**src/rtl/alu_seq.sv**
```systemverilog
// Sequential ALU with a valid/ready handshake on both sides. Single-cycle ops
// finish in one edge; MUL is a WIDTH-step shift-add multiplier.
module alu_seq #(
  parameter int WIDTH = 32,
  parameter int SHW   = $clog2(WIDTH)
) (
  input  logic             clk,
  input  logic             rst,
  input  logic             in_valid,
  output logic             in_ready,
  input  logic [3:0]       aluop,
  input  logic [WIDTH-1:0] alua,
  input  logic [WIDTH-1:0] alub,
  output logic             out_valid,
  input  logic             out_ready,
  output logic [WIDTH-1:0] alur,
  output logic             zero,
  output logic             carry,
  output logic             overflow,
  output logic             err
);

  localparam int CW = $clog2(WIDTH);

  localparam logic [3:0] OP_ADD  = 4'd0;
  localparam logic [3:0] OP_SUB  = 4'd1;
  localparam logic [3:0] OP_AND  = 4'd2;
  localparam logic [3:0] OP_OR   = 4'd3;
  localparam logic [3:0] OP_XOR  = 4'd4;
  localparam logic [3:0] OP_NOR  = 4'd5;
  localparam logic [3:0] OP_SLT  = 4'd6;
  localparam logic [3:0] OP_SLTU = 4'd7;
  localparam logic [3:0] OP_SLL  = 4'd8;
  localparam logic [3:0] OP_SRL  = 4'd9;
  localparam logic [3:0] OP_SRA  = 4'd10;
  localparam logic [3:0] OP_MUL  = 4'd11;

  typedef enum logic [1:0] {S_IDLE, S_MUL, S_DONE} state_t;

  state_t state, state_nxt;

  logic             accept;
  logic             is_mul;
  logic             last_step;
  logic [WIDTH-1:0] res;
  logic             res_c, res_o, res_e;
  logic [WIDTH:0]   sum, diff;

  logic [2*WIDTH-1:0] acc, acc_nxt, mcand;
  logic [WIDTH-1:0]   mplier;
  logic [CW-1:0]      cnt;

  assign accept    = in_valid & in_ready;
  assign is_mul    = (aluop == OP_MUL);
  assign last_step = (cnt == CW'(WIDTH - 1));
  assign acc_nxt   = mplier[0] ? acc + mcand : acc;

  // NOTE: flops use non-blocking assignments and reset asynchronously so every
  // output clears the moment rst rises, not at the next edge.
  always_ff @(posedge clk or posedge rst) begin
    if (rst) state <= S_IDLE;
    else     state <= state_nxt;
  end

  // NOTE: every combinational block assigns defaults first so no path infers a latch.
  always_comb begin
    state_nxt = state;
    unique case (state)
      S_IDLE: if (in_valid) state_nxt = is_mul ? S_MUL : S_DONE;
      S_MUL:  if (last_step) state_nxt = S_DONE;
      S_DONE: if (out_ready) begin
        if (in_valid) state_nxt = is_mul ? S_MUL : S_DONE;
        else          state_nxt = S_IDLE;
      end
      default: state_nxt = S_IDLE;
    endcase
  end

  always_comb begin
    in_ready  = (state == S_IDLE) | ((state == S_DONE) & out_ready);
    out_valid = (state == S_DONE);
  end

  // Single-cycle result and flags from the live operands; only used on accept.
  always_comb begin
    sum   = {1'b0, alua} + {1'b0, alub};
    diff  = {1'b0, alua} - {1'b0, alub};
    res   = '0;
    res_c = 1'b0;
    res_o = 1'b0;
    res_e = 1'b0;
    case (aluop)
      OP_ADD: begin
        res   = sum[WIDTH-1:0];
        res_c = sum[WIDTH];
        res_o = (alua[WIDTH-1] == alub[WIDTH-1]) & (sum[WIDTH-1] != alua[WIDTH-1]);
      end
      OP_SUB: begin
        res   = diff[WIDTH-1:0];
        res_c = diff[WIDTH];
        res_o = (alua[WIDTH-1] != alub[WIDTH-1]) & (diff[WIDTH-1] != alua[WIDTH-1]);
      end
      OP_AND:  res = alua & alub;
      OP_OR:   res = alua | alub;
      OP_XOR:  res = alua ^ alub;
      OP_NOR:  res = ~(alua | alub);
      OP_SLT:  res = {{(WIDTH-1){1'b0}}, ($signed(alua) < $signed(alub))};
      OP_SLTU: res = {{(WIDTH-1){1'b0}}, (alua < alub)};
      OP_SLL:  res = alua << alub[SHW-1:0];
      OP_SRL:  res = alua >> alub[SHW-1:0];
      OP_SRA:  res = $signed(alua) >>> alub[SHW-1:0];
      OP_MUL:  res = '0;
      default: res_e = 1'b1;
    endcase
  end

  always_ff @(posedge clk or posedge rst) begin
    if (rst) begin
      alur     <= '0;
      zero     <= 1'b0;
      carry    <= 1'b0;
      overflow <= 1'b0;
      err      <= 1'b0;
      acc      <= '0;
      mcand    <= '0;
      mplier   <= '0;
      cnt      <= '0;
    end else if (accept) begin
      if (is_mul) begin
        acc    <= '0;
        mcand  <= {{WIDTH{1'b0}}, alua};
        mplier <= alub;
        cnt    <= '0;
      end else begin
        alur     <= res;
        zero     <= (res == '0);
        carry    <= res_c;
        overflow <= res_o;
        err      <= res_e;
      end
    end else if (state == S_MUL) begin
      // One multiplier bit per edge; the final step publishes the product.
      acc    <= acc_nxt;
      mcand  <= mcand << 1;
      mplier <= mplier >> 1;
      cnt    <= cnt + 1'b1;
      if (last_step) begin
        alur     <= acc_nxt[WIDTH-1:0];
        zero     <= (acc_nxt[WIDTH-1:0] == '0);
        carry    <= |acc_nxt[2*WIDTH-1:WIDTH];
        overflow <= 1'b0;
        err      <= 1'b0;
      end
    end
  end

endmodule

```
**config.mk**
```make
export PLATFORM = sky130hd
export DESIGN_NAME = alu_seq
export DESIGN_NICKNAME = d
export VERILOG_FILES = /design/src/rtl/alu_seq.sv
export SDC_FILE = /design/constraint.sdc
export NUM_CORES = 1
export LEC_CHECK = 0
export CORE_MARGIN = 4
export CORE_UTILIZATION = 40
export CTS_CLUSTER_DIAMETER = 80
export DETAILED_ROUTE_END_ITERATION = 10
export GPL_TIMING_DRIVEN = 0
export HOLD_SLACK_MARGIN = 0.12
export PLACE_DENSITY = 0.64
export SLEW_MARGIN = 0
export SYNTH_ARGS = -nofsm -noshare
export SYNTH_HDL_FRONTEND = slang
export SYNTH_SLANG_ARGS = --single-unit
```
**constraint.sdc**
```tcl
create_clock -name clk -period 10.3 [get_ports clk]
set_input_delay 1.545 -clock clk [delete_from_list [all_inputs] [get_ports clk]]
set_output_delay 1.545 -clock clk [all_outputs]
set_load 0.02 [all_outputs]
```
==> flow_summary.json, run 1 <==
{
  "core_area_sq_um": 56500,
  "timing.critical_path.from_type": "input port",
  "dp_hpwl_um": 103000,
  "synth-edff-count": 0,
  "yosys-top-cells-area": "dfrtp_1 22%, ha_1 9.3%, nand2_1 6.9%, mux4_2 6.7%, a21oi_1 4.5%",
  "wl_per_cell_um": 33.5,
  "synth_commonest_cells": "419 x nand2_1, 211 x nor2_1, 208 x a21oi_1, 203 x dfrtp_1, 195 x o21ai_0",
  "cap_violations": 1,
  "ys_warn_count": 0,
  "postPlaceCellArea_sq_um": 25100,
  "syn_inst": 2906,
  "rsz0062_at_grt": "no",
  "die_y_um": 247,
  "cts-buffers-inserted": 27,
  "vias": 26200,
  "synth_area_sq_um": 22900,
  "drt-total-wl_um": 128000,
  "postCtsSetupBuffers": 0,
  "crit_path_start": "alub[3]",
  "period_share": 0.885,
  "power_density_nw_per_um2": 198,
  "tns_ns": 0,
  "relSlewSlack": -0.0703,
  "clock_sinks": 203,
  "grt_pass1_wl_um": 182000,
  "min_path_type": "flop to flop",
  "synth_top_area_share": 0.222,
  "initial_core_util": 0.405,
  "clockBufferDepth": 3,
  "clock_skew_ns": 0.0186,
  "grt_use_total": 0.409,
  "drive_gt1_frac": 0.0661,
  "slew_violations": 3,
  "grt_pass1_vias": 25300,
  "overflow": 0,
  "finalNetCount": 3295,
  "criticalPathCategory": "input port to flop",
  "io_pins": 110,
  "die_x_um": 247,
  "cts_tree": "built",
  "r2r_start": "acc[16]$_DFFE_PP0P_",
  "cts_hold_buf": 0,
  "post-route-min-period_ns": 9.11,
  "post-route-drc-count": 0,
  "cp.required_ns": 10.83,
  "drt-initial-drc-count": 3126,
  "ys_types": 93,
  "row_count": 87,
  "peakVddDrop_v": 0.000161,
  "yosys.area.top_type": "dfrtp_1",
  "yosysMostFrequentCell": "nand2_1",
  "synth_nets": 3151,
  "ys_ff_latch": 203,
  "antenna_found_initial": 8,
  "gp_congestion": 1.06,
  "grt_max_degree": 129,
  "cts_resized": 0,
  "max_freq_mhz": 110,
  "drt_pass1_iterations": 6,
  "areaGrowthSynthToFinish_pct": 13.5,
  "htree_levels": 1,
  "cts_root_buffer": "clkbuf_16",
  "portBuffers": 109,
  "cts.clk_slew.worst_paths_ns": 0.06,
  "reg2reg_depth": 13,
  "fin_util": 0.460,
  "ys_async_sr_fraction": 1.00,
  "hold_viol": 0,
  "whs_path_depth": 2,
  "cp.arrival_ns": 9.64,
  "drt-vias-per-instance": 6.84,
  "endpoint_kind": "flop",
  "synth_area_per_cell_sq_um": 7.88,
  "setup_viol": 0,
  "violations": "max-capacitance violations, max-slew violations",
  "ant_nets": 0,
  "worst_skew_pair.late_latency_ns": 0.60,
  "die_area_sq_um": 61100,
  "status": "finished, violations left",
  "synthFlopType": "dfrtp_1",
  "seq_area_frac_synth": 0.222,
  "p_leak_nw": 11.0,
  "tightest_slew_ns": 1.58,
  "critPathMaxFanout": 11,
  "worstHoldStart": "mplier[8]$_DFFE_PP0P_",
  "fin_area_sq_um": 26000
}
==> final timing paths <==
check / end / slack [ns]
min in group asynchronous: alur[11]$_DFFE_PP0P_ / 1.45
max in group asynchronous: acc[43]$_DFFE_PP0P_ / 7.70
max: zero$_DFFE_PP0P_ / 1.19
max reg2reg: carry$_DFFE_PP0P_ / 4.49
min reg2reg: mplier[8]$_DFFE_PP0P_ / 0.47
min: mplier[8]$_DFFE_PP0P_ / 0.47
==> area by class of cell <==
type                       instances  area (sq um)
multi-input combinational       2355         16500
sequential                       203          5080
inverter                         115           439
buffer                           233           942
timing repair buffer             115          1170
clock buffer                      34           722
clock inverter                    16           200
antenna                            1          2.50
fill                            5674         30500
tap                              756           946
==> layer usage <==
metal / up-vias / share of wire / GRT usage / wire length (um)
met5: - / 0.00035 / 0 / 45
met4: 8 / 0.075 / 0.243 / 9580
met3: 436 / 0.098 / 0.0944 / 12600
met2: 1711 / 0.45 / 0.654 / 57500
met1: 12900 / 0.38 / 0.505 / 48400
li1: 11100 / - / - / -
==> placed cells by master, fill, tap and decap left out, types with 64 or more instances in the layout <==
master	n
nor2_1	210
clkdlybuf4s50_1	109
nand2_1	419
clkbuf_1	181
dfrtp_1	203
inv_1	109
nand3_1	117
mux2i_1	64
ha_1	170
mux4_2	68
a21oi_1	208
o21ai_0	195
a22oi_1	80
==> flip-flops by register name, summed over array words and instances, names as in the netlist <==
signal	cells
state	2
alur	32
mcand	64
err	1
carry	1
zero	1
mplier	32
overflow	1
cnt	5
acc	64
==> where the power goes <==
part           switching, mW  total [mW]  internal (mW)
Sequential             0.243        1.30           1.06
Clock                  0.411       0.990          0.580
Combinational           1.89        2.87          0.979
Total                   2.54        5.15           2.61
==> critical path, stage by stage <==
cell	delay [ns]
clkdlybuf4s50_1	0.58
clkinv_1	0.29
buf_2	0.40
buf_2	0.44
buf_2	0.42
buf_1	0.76
ha_1	0.35
inv_1	0.13
o221ai_1	0.26
o21ai_1	0.20
o31ai_1	0.96
o21ai_0	0.56
a211oi_1	0.65
o221a_2	0.34
o221ai_1	0.26
nor4_1	0.72
nand4_1	0.26
nor4_2	0.27
a221o_1	0.18
==> cells by family (layout without fill, tap and decap cells) <==
family,after synthesis,after routing,synth area share
DFF,203,203,0.222
adders and majority gates,173,173,0.0955
buffers and inverters,348,513,0.0600
other,0,1,0
and+or+nand+nor,1043,1043,0.212
muxes,163,163,0.118
xor gates and xnor gates,64,64,0.0245
AOI/OAI and AO/OA,912,912,0.268
==> through the flow <==
step                      std cells  hold slack (ns)  worst slack, ns  power (mW)
after global placement         3771            0.459            0.303        4.02
after global routing           3827            0.496             1.12        5.42
final                          3828            0.472             1.19        5.15
after floorplan                2906            0.446             3.22        3.05
after CTS                      3827            0.477             1.46        5.07
after detailed placement       3777            0.463            0.869        4.06
Power figures use the tool's default switching activity.
==> run 2, diff against run 1 <==
- CORE_ASPECT_RATIO: default -> 1.2
==> run 2 against run 1 <==
Effect of this change: the run still ends with max-capacitance violations, max-slew violations left; wire length grew 0.38%; sequential power about the same; clock skew grew 0.0031 ns; clock power decreased by 3.8%; critical path depth stayed put; design area decreased by 0.40%; count of clock-buffer cells in the layout fell by 1; non-clock buffer count stayed put; largest cell class unchanged.
==> flow_summary.json, run 2 (synthesis gave the netlist of run 1 again) <==
{
  "power_density_nw_per_um2": 199,
  "cts_resized": 0,
  "row_count": 95,
  "die_x_um": 226,
  "top_regs": "acc x64, mcand x64",
  "die_y_um": 270,
  "dp_hpwl_um": 102000,
  "drt-total-wl_um": 129000,
  "cp.required_ns": 10.81,
  "peakVddDrop_v": 0.000141,
  "layout.cells.non_filler": 3796,
  "post-route-drc-count": 0,
  "cp_num_buf_inv": 7,
  "critPathMaxFanout": 11,
  "core_area_sq_um": 56300,
  "worst_skew_pair.late_latency_ns": 0.59,
  "period_share": 0.862,
  "cpMostUsedCell": "buf_2",
  "setup_viol": 0,
  "grt_max_degree": 120,
  "max_freq_mhz": 113,
  "status": "finished, violations left",
  "vias": 25800,
  "final.fill_count": 5708,
  "drt-vias-per-instance": 6.80,
  "violations": "max-capacitance violations, max-slew violations",
  "relSlewSlack": -0.00564,
  "criticalPathCategory": "input port to flop",
  "grt_pass1_vias": 25700,
  "place_inst": 3748,
  "cp.arrival_ns": 9.39,
  "total_power_mw": 5.14,
  "gp_congestion": 1.11,
  "clock_skew_ns": 0.0217,
  "overflow": 0,
  "wl_per_cell_um": 33.9,
  "postCtsSetupBuffers": 0,
  "clockBufferDepth": 3,
  "grt_pass1_wl_um": 182000,
  "finalNetCount": 3294,
  "drive_gt1_frac": 0.0649,
  "cts_tree": "built",
  "setup_ws_ns": 1.42,
  "tns_ns": 0,
  "rsz0062_at_grt": "no",
  "clock_sinks": 203,
  "htree_levels": 1,
  "min_path_type": "flop to flop",
  "cap_violations": 1,
  "p_leak_nw": 11.0,
  "portBuffers": 109,
  "cts_hold_buf": 0,
  "timing.critical_path.from_type": "input port",
  "pre_cts_ws_ns": 1.19,
  "drt-initial-drc-count": 2433,
  "layout_commonest_cell": "nand2_1",
  "areaGrowthSynthToFinish_pct": 13.0,
  "endpoint_kind": "flop",
  "hold_viol": 0,
  "cts.clk_slew.worst_paths_ns": 0.06,
  "cts_root_buffer": "clkbuf_16",
  "cts-buffers-inserted": 26,
  "slowest_stage": "o31ai_1",
  "worstPathCellList": "clkdlybuf4s50_1 > clkinv_1 > buf_2 > buf_2 > buf_2 > buf_1 > ha_1 > inv_1 > o221ai_1 > o21ai_1 > o31ai_1 > o21ai_0 > a221o_1 > a21oi_1 > nand4_1 > nor4_1 > nand4_1 > nor4_2 > a221o_1",
  "post-route-min-period_ns": 8.88,
  "grt_use_total": 0.407,
  "slowest_delay_ns": 0.87,
  "antenna_found_initial": 2,
  "initial_core_util": 0.406,
  "tightest_slew_ns": 1.49,
  "die_area_sq_um": 61100,
  "layout_common_cells": "419 x nand2_1, 210 x nor2_1, 208 x a21oi_1",
  "slew_violations": 1,
  "drt_pass1_iterations": 7,
  "io_pins": 110,
  "ant_nets": 0,
  "cp_top_family": "buffers and inverters"
}
[run 2: cell count changes in the layout (fill, tap and decap cells not counted), moves of 2 or more]
cell        previous run  this run
clkinvlp_4             4         2
clkbuf_1             181       179
inv_8                  3         1
inv_6                  1         3
[run 2: path summary, 6_finish.rpt]
path,slack (ns),depth (start not counted),startpoint,end
worst max-delay path,1.42,19,alub[3],zero$_DFFE_PP0P_
worst max register to register,4.45,13,mcand[16]$_DFFE_PP0P_,carry$_DFFE_PP0P_
max in group asynchronous,7.74,3,rst,alur[26]$_DFFE_PP0P_
worst min register to register,0.47,2,mplier[8]$_DFFE_PP0P_,mplier[8]$_DFFE_PP0P_
worst min-delay path,0.47,2,mplier[8]$_DFFE_PP0P_,mplier[8]$_DFFE_PP0P_
min in group asynchronous,1.54,2,rst,mcand[57]$_DFFE_PP0P_
[run 2: stage by stage]
stage                     utilization  instance area [sq um]  hold slack [ns]
after global routing            0.459                  25900            0.496
after global placement          0.442                  24900            0.461
after CTS                       0.459                  25900            0.478
final                           0.459                  25900            0.474
after floorplan                     -                  22900            0.446
after detailed placement        0.444                  25000            0.463
[run 2: routing by layer]
layer | GRT usage | vias up | wire (um)
met4 | 0.366 | 0 | 15000
met5 | 0 | - | 0
li1 | - | 11200 | -
met1 | 0.422 | 12500 | 42700
met2 | 0.685 | 1563 | 61000
met3 | 0.0823 | 595 | 9970
[run 2: layout make-up]
type	count	area (sq um)	share of cell area
timing repair buffer	115	1160	0.0450
sequential	203	5080	0.196
multi-input combinational	2355	16500	0.636
tap	727	910	0.0352
clock inverter	13	139	0.00537
inverter	115	439	0.0170
buffer	233	942	0.0364
clock buffer	33	728	0.0281
antenna	2	5.00	0.000193
[run 2: worst reg2reg max path, cell delays in order, from the launching register on]
cell and delay (ns):
dfrtp_1 0.42, ha_1 0.29, clkbuf_1 0.28, nand4_1 0.24, nor3_1 0.39, o211ai_1 0.37, a2111oi_1 1.25, o21ai_0 0.59
o21bai_1 0.44, a21oi_1 0.22, xnor2_1 0.19, a211oi_1 0.59, and4_1 0.29, a31oi_1 0.09
[run 2: where the power goes]
| group | leakage (nW) | internal (mW) | switching [mW] | total [mW] |
|---|---|---|---|---|
| registers | 2.55 | 1.06 | 0.278 | 1.33 |
| clock network | 0.424 | 0.550 | 0.402 | 0.952 |
| logic | 8.00 | 0.979 | 1.87 | 2.85 |
| total | 11.0 | 2.58 | 2.55 | 5.14 |
